[src/rtl/rv32i_pkg.sv]
// Shared core definitions: debug register map and debug-port arbiter types.
package rv32i_pkg;

    localparam logic [11:0] DBG_CTRL_ADDR   = 12'h000;
    localparam logic [11:0] DBG_STATUS_ADDR = 12'h004;
    localparam logic [11:0] DBG_PC_ADDR     = 12'h008;
    localparam logic [11:0] DBG_INSTR_ADDR  = 12'h00C;
    localparam logic [11:0] DBG_BP0_ADDR    = 12'h040;
    localparam logic [11:0] DBG_GPR_BASE    = 12'h100;

    localparam int APB_ARB_TIMEOUT_DEFAULT = 64;

    typedef enum logic [1:0] {
        ARB_IDLE,
        ARB_SETUP,
        ARB_ACCESS
    } arb_state_t;

endpackage

[src/rtl/apb3_dbg_arbiter_rr_arbiter.sv]
// Round-robin request picker; owns the last_grant pointer.
module rr_arbiter #(
    parameter int NUM_REQ = 2,
    parameter int IW      = $clog2(NUM_REQ)
) (
    input  logic               clk,
    input  logic               rst,
    input  logic [NUM_REQ-1:0] req,
    input  logic               grant_en,
    output logic [NUM_REQ-1:0] grant,
    output logic [IW-1:0]      grant_idx
);

    logic [IW-1:0] last_grant;
    logic          found;
    int            j;

    // Search starts one past the previous winner and wraps.
    always_comb begin
        grant     = '0;
        grant_idx = '0;
        found     = 1'b0;
        j         = 0;
        for (int i = 1; i <= NUM_REQ; i++) begin
            j = int'(last_grant) + i;
            if (j >= NUM_REQ) j = j - NUM_REQ;
            if (!found && req[j]) begin
                found     = 1'b1;
                grant_idx = IW'(j);
            end
        end
        if (found) grant[grant_idx] = 1'b1;
    end

    always_ff @(posedge clk) begin
        if (rst) begin
            last_grant <= IW'(NUM_REQ - 1);
        end else if (grant_en && found) begin
            last_grant <= grant_idx;
        end
    end

endmodule

[src/rtl/apb3_dbg_arbiter.sv]
// N-to-1 APB3 arbiter for the core debug slave port.
// Optional access watchdog: define APB3_ARB_TIMEOUT_EN.
module apb3_dbg_arbiter
    import rv32i_pkg::*;
#(
    parameter int NUM_REQ        = 2,
    parameter int ADDR_W         = 12,
    parameter int DATA_W         = 32,
    parameter int TIMEOUT_CYCLES = APB_ARB_TIMEOUT_DEFAULT
) (
    input  logic                            clk,
    input  logic                            rst,
    input  logic [NUM_REQ-1:0][ADDR_W-1:0]  s_paddr,
    input  logic [NUM_REQ-1:0]              s_psel,
    input  logic [NUM_REQ-1:0]              s_penable,
    input  logic [NUM_REQ-1:0]              s_pwrite,
    input  logic [NUM_REQ-1:0][DATA_W-1:0]  s_pwdata,
    output logic [NUM_REQ-1:0][DATA_W-1:0]  s_prdata,
    output logic [NUM_REQ-1:0]              s_pready,
    output logic [NUM_REQ-1:0]              s_pslverr,
    output logic [ADDR_W-1:0]               m_paddr,
    output logic                            m_psel,
    output logic                            m_penable,
    output logic                            m_pwrite,
    output logic [DATA_W-1:0]               m_pwdata,
    input  logic [DATA_W-1:0]               m_prdata,
    input  logic                            m_pready,
    input  logic                            m_pslverr,
    output logic [$clog2(NUM_REQ)-1:0]      grant_id,
    output logic                            busy
);

    localparam int IW = $clog2(NUM_REQ);

    arb_state_t         state;
    logic [ADDR_W-1:0]  addr_q;
    logic [DATA_W-1:0]  wdata_q;
    logic               write_q;
    logic [IW-1:0]      gid_q;
    logic [NUM_REQ-1:0] grant_oh;
    logic [IW-1:0]      grant_idx;
    logic               grant_en;
    logic               done;
    logic               tmo;

    assign grant_en = (state == ARB_IDLE) && (|s_psel);
    assign done     = (state == ARB_ACCESS) && (m_pready || tmo);

    rr_arbiter #(.NUM_REQ(NUM_REQ), .IW(IW)) u_rr (
        .clk       (clk),
        .rst       (rst),
        .req       (s_psel),
        .grant_en  (grant_en),
        .grant     (grant_oh),
        .grant_idx (grant_idx)
    );

    // The latched copy is cleared on completion so m_* read 0 while idle.
    always_ff @(posedge clk) begin
        if (rst) begin
            state   <= ARB_IDLE;
            addr_q  <= '0;
            wdata_q <= '0;
            write_q <= 1'b0;
            gid_q   <= '0;
        end else begin
            unique case (state)
                ARB_IDLE: begin
                    if (grant_en) begin
                        state   <= ARB_SETUP;
                        gid_q   <= grant_idx;
                        addr_q  <= s_paddr[grant_idx];
                        wdata_q <= s_pwdata[grant_idx];
                        write_q <= s_pwrite[grant_idx];
                    end
                end
                ARB_SETUP: state <= ARB_ACCESS;
                ARB_ACCESS: begin
                    if (done) begin
                        state   <= ARB_IDLE;
                        addr_q  <= '0;
                        wdata_q <= '0;
                        write_q <= 1'b0;
                    end
                end
                default: state <= ARB_IDLE;
            endcase
        end
    end

`ifdef APB3_ARB_TIMEOUT_EN
    localparam int TW = $clog2(TIMEOUT_CYCLES + 1);
    logic [TW-1:0] tcnt;

    always_ff @(posedge clk) begin
        if (rst || state == ARB_SETUP) begin
            tcnt <= '0;
        end else if (state == ARB_ACCESS && !done) begin
            tcnt <= tcnt + 1'b1;
        end
    end

    // A real slave response in the same cycle takes precedence.
    assign tmo = (state == ARB_ACCESS) && !m_pready
               && (tcnt == TW'(TIMEOUT_CYCLES - 1));
`else
    logic unused_tmo;
    assign unused_tmo = ^32'(TIMEOUT_CYCLES);
    assign tmo = 1'b0;
`endif

    always_comb begin
        s_pready  = '0;
        s_pslverr = '0;
        s_prdata  = '0;
        if (state == ARB_ACCESS) begin
            s_pready[gid_q]  = m_pready | tmo;
            s_pslverr[gid_q] = m_pslverr | tmo;
            s_prdata[gid_q]  = tmo ? '0 : m_prdata;
        end
    end

    assign m_psel    = (state != ARB_IDLE);
    assign m_penable = (state == ARB_ACCESS);
    assign m_paddr   = addr_q;
    assign m_pwdata  = wdata_q;
    assign m_pwrite  = write_q;
    assign grant_id  = gid_q;
    assign busy      = (state != ARB_IDLE);

    logic unused_ok;
    assign unused_ok = ^{s_penable, grant_oh};

endmodule

[config.mk]
export PLATFORM = sky130hd
export DESIGN_NAME = apb3_dbg_arbiter
export DESIGN_NICKNAME = d
export VERILOG_FILES = /design/src/rtl/rv32i_pkg.sv /design/src/rtl/apb3_dbg_arbiter_rr_arbiter.sv /design/src/rtl/apb3_dbg_arbiter.sv
export SDC_FILE = /design/constraint.sdc
export NUM_CORES = 1
export LEC_CHECK = 0
export BUFFER_PORTS_ARGS = -buffer_cell sky130_fd_sc_hd__buf_4
export CORE_MARGIN = 4
export CORE_UTILIZATION = 33
export CTS_CLUSTER_DIAMETER = 200
export DETAILED_ROUTE_END_ITERATION = 10
export PLACE_DENSITY = 0.89
export SYNTH_ARGS = -nofsm -noshare
export SYNTH_HDL_FRONTEND = slang
export SYNTH_SLANG_ARGS = --single-unit
[constraint.sdc]
create_clock -name clk -period 1.3 [get_ports clk]
set_input_delay 0.26 -clock clk [delete_from_list [all_inputs] [get_ports clk]]
set_output_delay 0.26 -clock clk [all_outputs]
set_load 0.05 [all_outputs]
# After elaboration in Yosys (flattened, before gate mapping)
# Cells that the tools add are included.
dict set report word_totals {
  regBits 49
  input_bits 130
  out_inout_bits 117
  elab_cells 74
}
dict set report classes {
  addsub 4
  order_cmp 7
  eq_ne 4
  muxes 37
  bitwise_logic 3
  reduce_logical 13
}
# cell n
set ops {}
lappend ops {{2-to-1 mux 32 bit} 7}
lappend ops {{bitwise AND 64 bit} 1}
lappend ops {{>= comparator 32 x 3 -> 1 bit, second input constant} 2}
lappend ops {{less-than comparator 32 x 3 -> 1 bit, second input constant} 2}
lappend ops {{2-to-1 mux 64 bit} 1}
lappend ops {{case mux 32 bit (2 select lines)} 1}
lappend ops {{subtractor 32 x 3 -> 32 bit, second input constant} 2}
lappend ops {{2-to-1 mux 12 bit} 4}
lappend ops {{demux 32 bit (select 1 bit)} 1}
lappend ops {{case mux 12 bit (2 select lines)} 1}
lappend ops {{2-to-1 mux 1 bit} 15}
lappend ops {{2-to-1 mux 2 bit} 4}
lappend ops {{case mux 2 bit (3 select lines)} 1}
lappend ops {{logical AND 1 bit} 5}
lappend ops {{bitwise AND 2 bit} 2}
lappend ops {{less-than comparator 1 x 2 -> 1 bit, second input constant} 2}
lappend ops {{inequality test 2 x 1 -> 1 bit, second input constant} 2}
lappend ops {{AND reduction 2 bit} 2}
lappend ops {{nonzero test 2 bit} 2}
lappend ops {{adder 1 x 2 -> 3 bit, second input constant} 1}
lappend ops {{AND reduction 3 bit} 1}
lappend ops {{adder 1 x 1 -> 2 bit, second input constant} 1}
lappend ops {{== test 2 x 1 -> 1 bit, second input constant} 1}
lappend ops {{== test 2 bit, second input constant} 1}
lappend ops {{6 further kinds} 6}

# Depth between registers and ports, before layout
dict set report depth {
  depth_word 14
  mapped_depth 6
  depth_no_buf 4
}

# Hierarchy
# From an unflattened synthesis, not the netlist that was laid out.
dict set report hier_totals {
  cells_unflattened 267
  hier_area_um2 2738.9
}
# module instances cells_each area_per_inst_um2 seq_area_each_um2
set by_module_without_submodules {}
lappend by_module_without_submodules {apb3_dbg_arbiter 1 259 2670.1 960.9}
lappend by_module_without_submodules {rr_arbiter 1 8 68.8 20.0}

# Worst setup path before layout
# Ideal clock, no wire load.
dict set report synth_timing {
  kind {reg2out}
  from {reg state[1]}
  to {out s_prdata[54] (netlist name)}
  arrival_time_ps 1762
  path_slack_ps -722
  path_stages_with_launch 4
  path_buffers 1
  cell_sequence {dfxtp_1 -> and2b_1 -> clkbuf_1 -> and3_1}
}
# item line
set synth_lines {}
lappend synth_lines {{from (decl)} apb3_dbg_arbiter.sv:35} ;# arb_state_t state;
lappend synth_lines {{from (signal assigned)} apb3_dbg_arbiter.sv:61} ;# state <= ARB_IDLE;
lappend synth_lines {{from (signal assigned)} apb3_dbg_arbiter.sv:70} ;# state <= ARB_SETUP;
lappend synth_lines {{from (signal assigned)} apb3_dbg_arbiter.sv:77} ;# ARB_SETUP: state <= ARB_ACCESS;
lappend synth_lines {{to (decl)} apb3_dbg_arbiter.sv:18} ;# output logic [NUM_REQ-1:0][DATA_W-1:0] s_prdata,

# Final worst setup path
dict set report layout_timing {
  from {reg state[0]}
  to {out s_pready[1]}
}
dict set report layout_via {
  elab_chain_len 2
}
# item line
set layout_lines {}
lappend layout_lines {{== test 2 bit} apb3_dbg_arbiter.sv:116} ;# if (state == ARB_ACCESS) begin
lappend layout_lines {{2-to-1 mux 2 bit} apb3_dbg_arbiter.sv:116}
lappend layout_lines {{to (decl)} apb3_dbg_arbiter.sv:19} ;# output logic [NUM_REQ-1:0] s_pready,
# Every way passes these cells.

==> impl_results.md <==
- Met1 Track Usage GR: 29.0%
- GP Congestion: 0.827
- Leak: 3.08 nW
- #FFs+latches synth: 49
- Die area: 9280 um2
- CTS Hold Bufs: 0
- Worst-margin pin slew: 347 ps
- DP Worst Slack: -242 ps
- IO Port Bufs: 244
- Area of the multi-input gates: 2230 um2
- Mapped Avg Cell Area: 10.2 um2
- Fillers: 286
- Synth top area share: 38.1%
- CP Cell Sequence: and2b_4 > buf_4 > clkbuf_16 > and3_2 > buf_6
- Vias/cell: 5.45
- Tmin final: 1860 ps
- GR peak layer: met2
- Unrepaired setup endpoints after global routing: true
- Die H: 96.3 um
- Largest net degree at the start of global routing: 24
- Post-synth EDFFs: 0
- Routed len/inst: 26.2 um
- Yosys top cell by area: dfxtp_1
- Slowest stage cell, crit path: dfxtp_2
- Antenna violations before repair: 0
- Final core utilization: 90.3%
- Placed insts: 600
- NumNets Final: 674
- # IOs: 247
- Status: complete, but fails checks
- # DRC: 0
- Via count: 3,513
- Commonest non-fill, non-tap cell in the layout: buf_4
- Crit. End Element: output port
- Startpoint Class: flip-flop
- Seq/Total Area, Yosys: 38.1%
- Clock latency on the worst-skew pair: 320 ps
- Commonest non-fill, non-tap cells in the layout: buf_4 (196), buf_8 (53), mux2i_1 (46), dfxtp_1 (46), and2_4 (34)
- Cell variety after synth: 23
- Rel. slew slack: 76.2%
- Worst setup margin: -557 ps
- Clock Tree Buf Depth: 2
- Syn_nets: 382
- First-pass GRT wire length: 19.9 mm
- Ys async rst share: 0%
- Clock root buffer: clkbuf_8
- Yosys warning count: 0
- Core box area: 7410 um2
- Aggregate global routing overflow: 0
- Register Area: 987 um2
- Total GRT Usage: 28.8%
- Diode count: 0
- Net Sw Power: 0.00240 W
- Power share of the combinational group: 49.5%
- Detailed-placement wirelength estimate: 8.30 mm
- Final setup viols: 119
- H-tree depth: 2
- Post-Syn Instances: 252
- Layout cell share with drive strength beyond 1: 81.5%
- Die X: 96.3 um
- Cts bufs inserted: 5
- Drt total wl: 16.9 mm
- Reg power frac: 30.3%
- Clock power frac: 20.2%
- Row cnt: 31
- Starting density of the core: 34.7%
- Critical path's largest stage delay: 340 ps
- Clock skew: 6.08 ps
- CTS tree: done
- # clock sinks: 49
- Vias in the first global route: 3,545
- Max-cap violations: 0
- Crit Path Class: reg2out
- Achievable Freq: 538 MHz
- Detailed Routing Iterations Pass 1: 4
- Hold Slack: 235 ps
- RR Startpoint: state[1]$_SDFFE_PP0P_
- Max-slew violations: 0
- Fin crit share: 143%
- Worst Path Required: 1040 ps
- Pwr dens: 897 nW/um2
- Int Pwr: 0.00359 W
- Hold path startpoint: s_paddr[8]
- Number of hold violations in the final report: 0
- Fin cells: 644
- Mapped Area: 2570 um2
- Maximum vdd drop: 0.809 mV
- Worst-path fanout max: 9
- Synth area leaders: dfxtp_1 (38%), mux2i_1 (18%), o2bb2ai_1 (15%)
- Antenna Nets Post-Route: 0
- Failing checks: negative setup slack
- Primary FF master, synth: dfxtp_1
- Area grow syn2layout: 160%
- Clock slew at reported path FFs: 110 ps
- Hold WC Path Type: in2reg
- M2 GR Usage: 55.5%
- Switching share of power: 40.1%
- Iter 0 DRT Violations: 128
- Grt met3 use: 7.27%
- CP Data Arrival Time: 1600 ps
- CP Launch Point: state[0]$_SDFFE_PP0P_
[worst max-delay path: cells and delay by family (launching register included)]
kind | cells | cell delay [ps]
flops | 1 | 340
buf+inv | 3 | 490
simple gates | 2 | 460
[routing by layer]
metal | vias up | share of wire, %
met5 | - | 0
met4 | 0 | 5.3
met3 | 67 | 7.5
met2 | 240 | 55
met1 | 1694 | 32
li1 | 1512 | -
[worst paths after layout]
kind	endpoint	slack, ps	cells past startpoint
worst max-delay path	s_pready[1]	-560	5
worst min-delay path	m_paddr[8]$_SDFFE_PP0P_	230	3
worst max register to register	m_pwdata[26]$_SDFFE_PP0P_	-460	8
worst min register to register	m_pwdata[17]$_SDFFE_PP0P_	490	1
[power by group through the flow]
| stage | clock [W] | sequential (W) | combinational, W |
|---|---|---|---|
| after floorplan | 0 | 0.00227 | 0.000767 |
| after global placement | 0 | 0.00176 | 0.00205 |
| after CTS | 0.00117 | 0.00178 | 0.00266 |
| final | 0.00121 | 0.00182 | 0.00297 |
| after detailed placement | 0 | 0.00177 | 0.00209 |
| after global routing | 0.00126 | 0.00183 | 0.00305 |
[stage by stage]
step           TNS, ps  total power (W)  cell area (um2)
3_3_place_gp    -17690          0.00381             4830
3_5_place_dp    -21500          0.00387             4830
2_1_floorplan   -11700          0.00304             2800
4_1_cts         -46960          0.00561             6210
6_report        -54050          0.00600             6690
5_1_grt         -58210          0.00614             6690
[flip-flops by register name, summed over array words and instances (netlist names)]
name,flops
state,2
u_rr.last_grant,1
grant_id,1
m_pwdata,32
m_paddr,12
m_pwrite,1
[synthesized netlist by cell type, drive strengths merged, types with 2 or more instances]
master    n
clkbuf    9
o2bb2ai  45
inv       3
or3       2
nor2      5
buf      15
and2b     2
mux2i    46
dfxtp    49
and3     34
and2     34
[timing repair]
action	4_1_cts	5_1_grt
setup endpoints to repair	120	120
cloned	10	10
setup buffers	14	8
gates resized for setup	211	52
pin swaps	7	8
[area by class of cell]
| cell class | instances | share of cell area (%) |
|---|---|---|
| Clock buffer | 5 | 1.03 |
| Multi-Input combinational cell | 177 | 33.3 |
| Sequential cell | 49 | 14.8 |
| Timing Repair Buffer | 308 | 48.1 |
| Clock inverter | 3 | 0.730 |
| Inverter | 3 | 0.206 |
| Tap cell | 99 | 1.85 |
[cells by family after synthesis]
kind of cell | count (synthesis) | synth area share [%]
flip-flops | 49 | 38.1
AO/OA/AOI/OAI | 49 | 17.1
multiplexers | 46 | 17.9
AND/OR/NAND/NOR | 81 | 19.5
buffers and inverters | 27 | 7.34
Note: power is estimated with default switching activity, not from simulation.
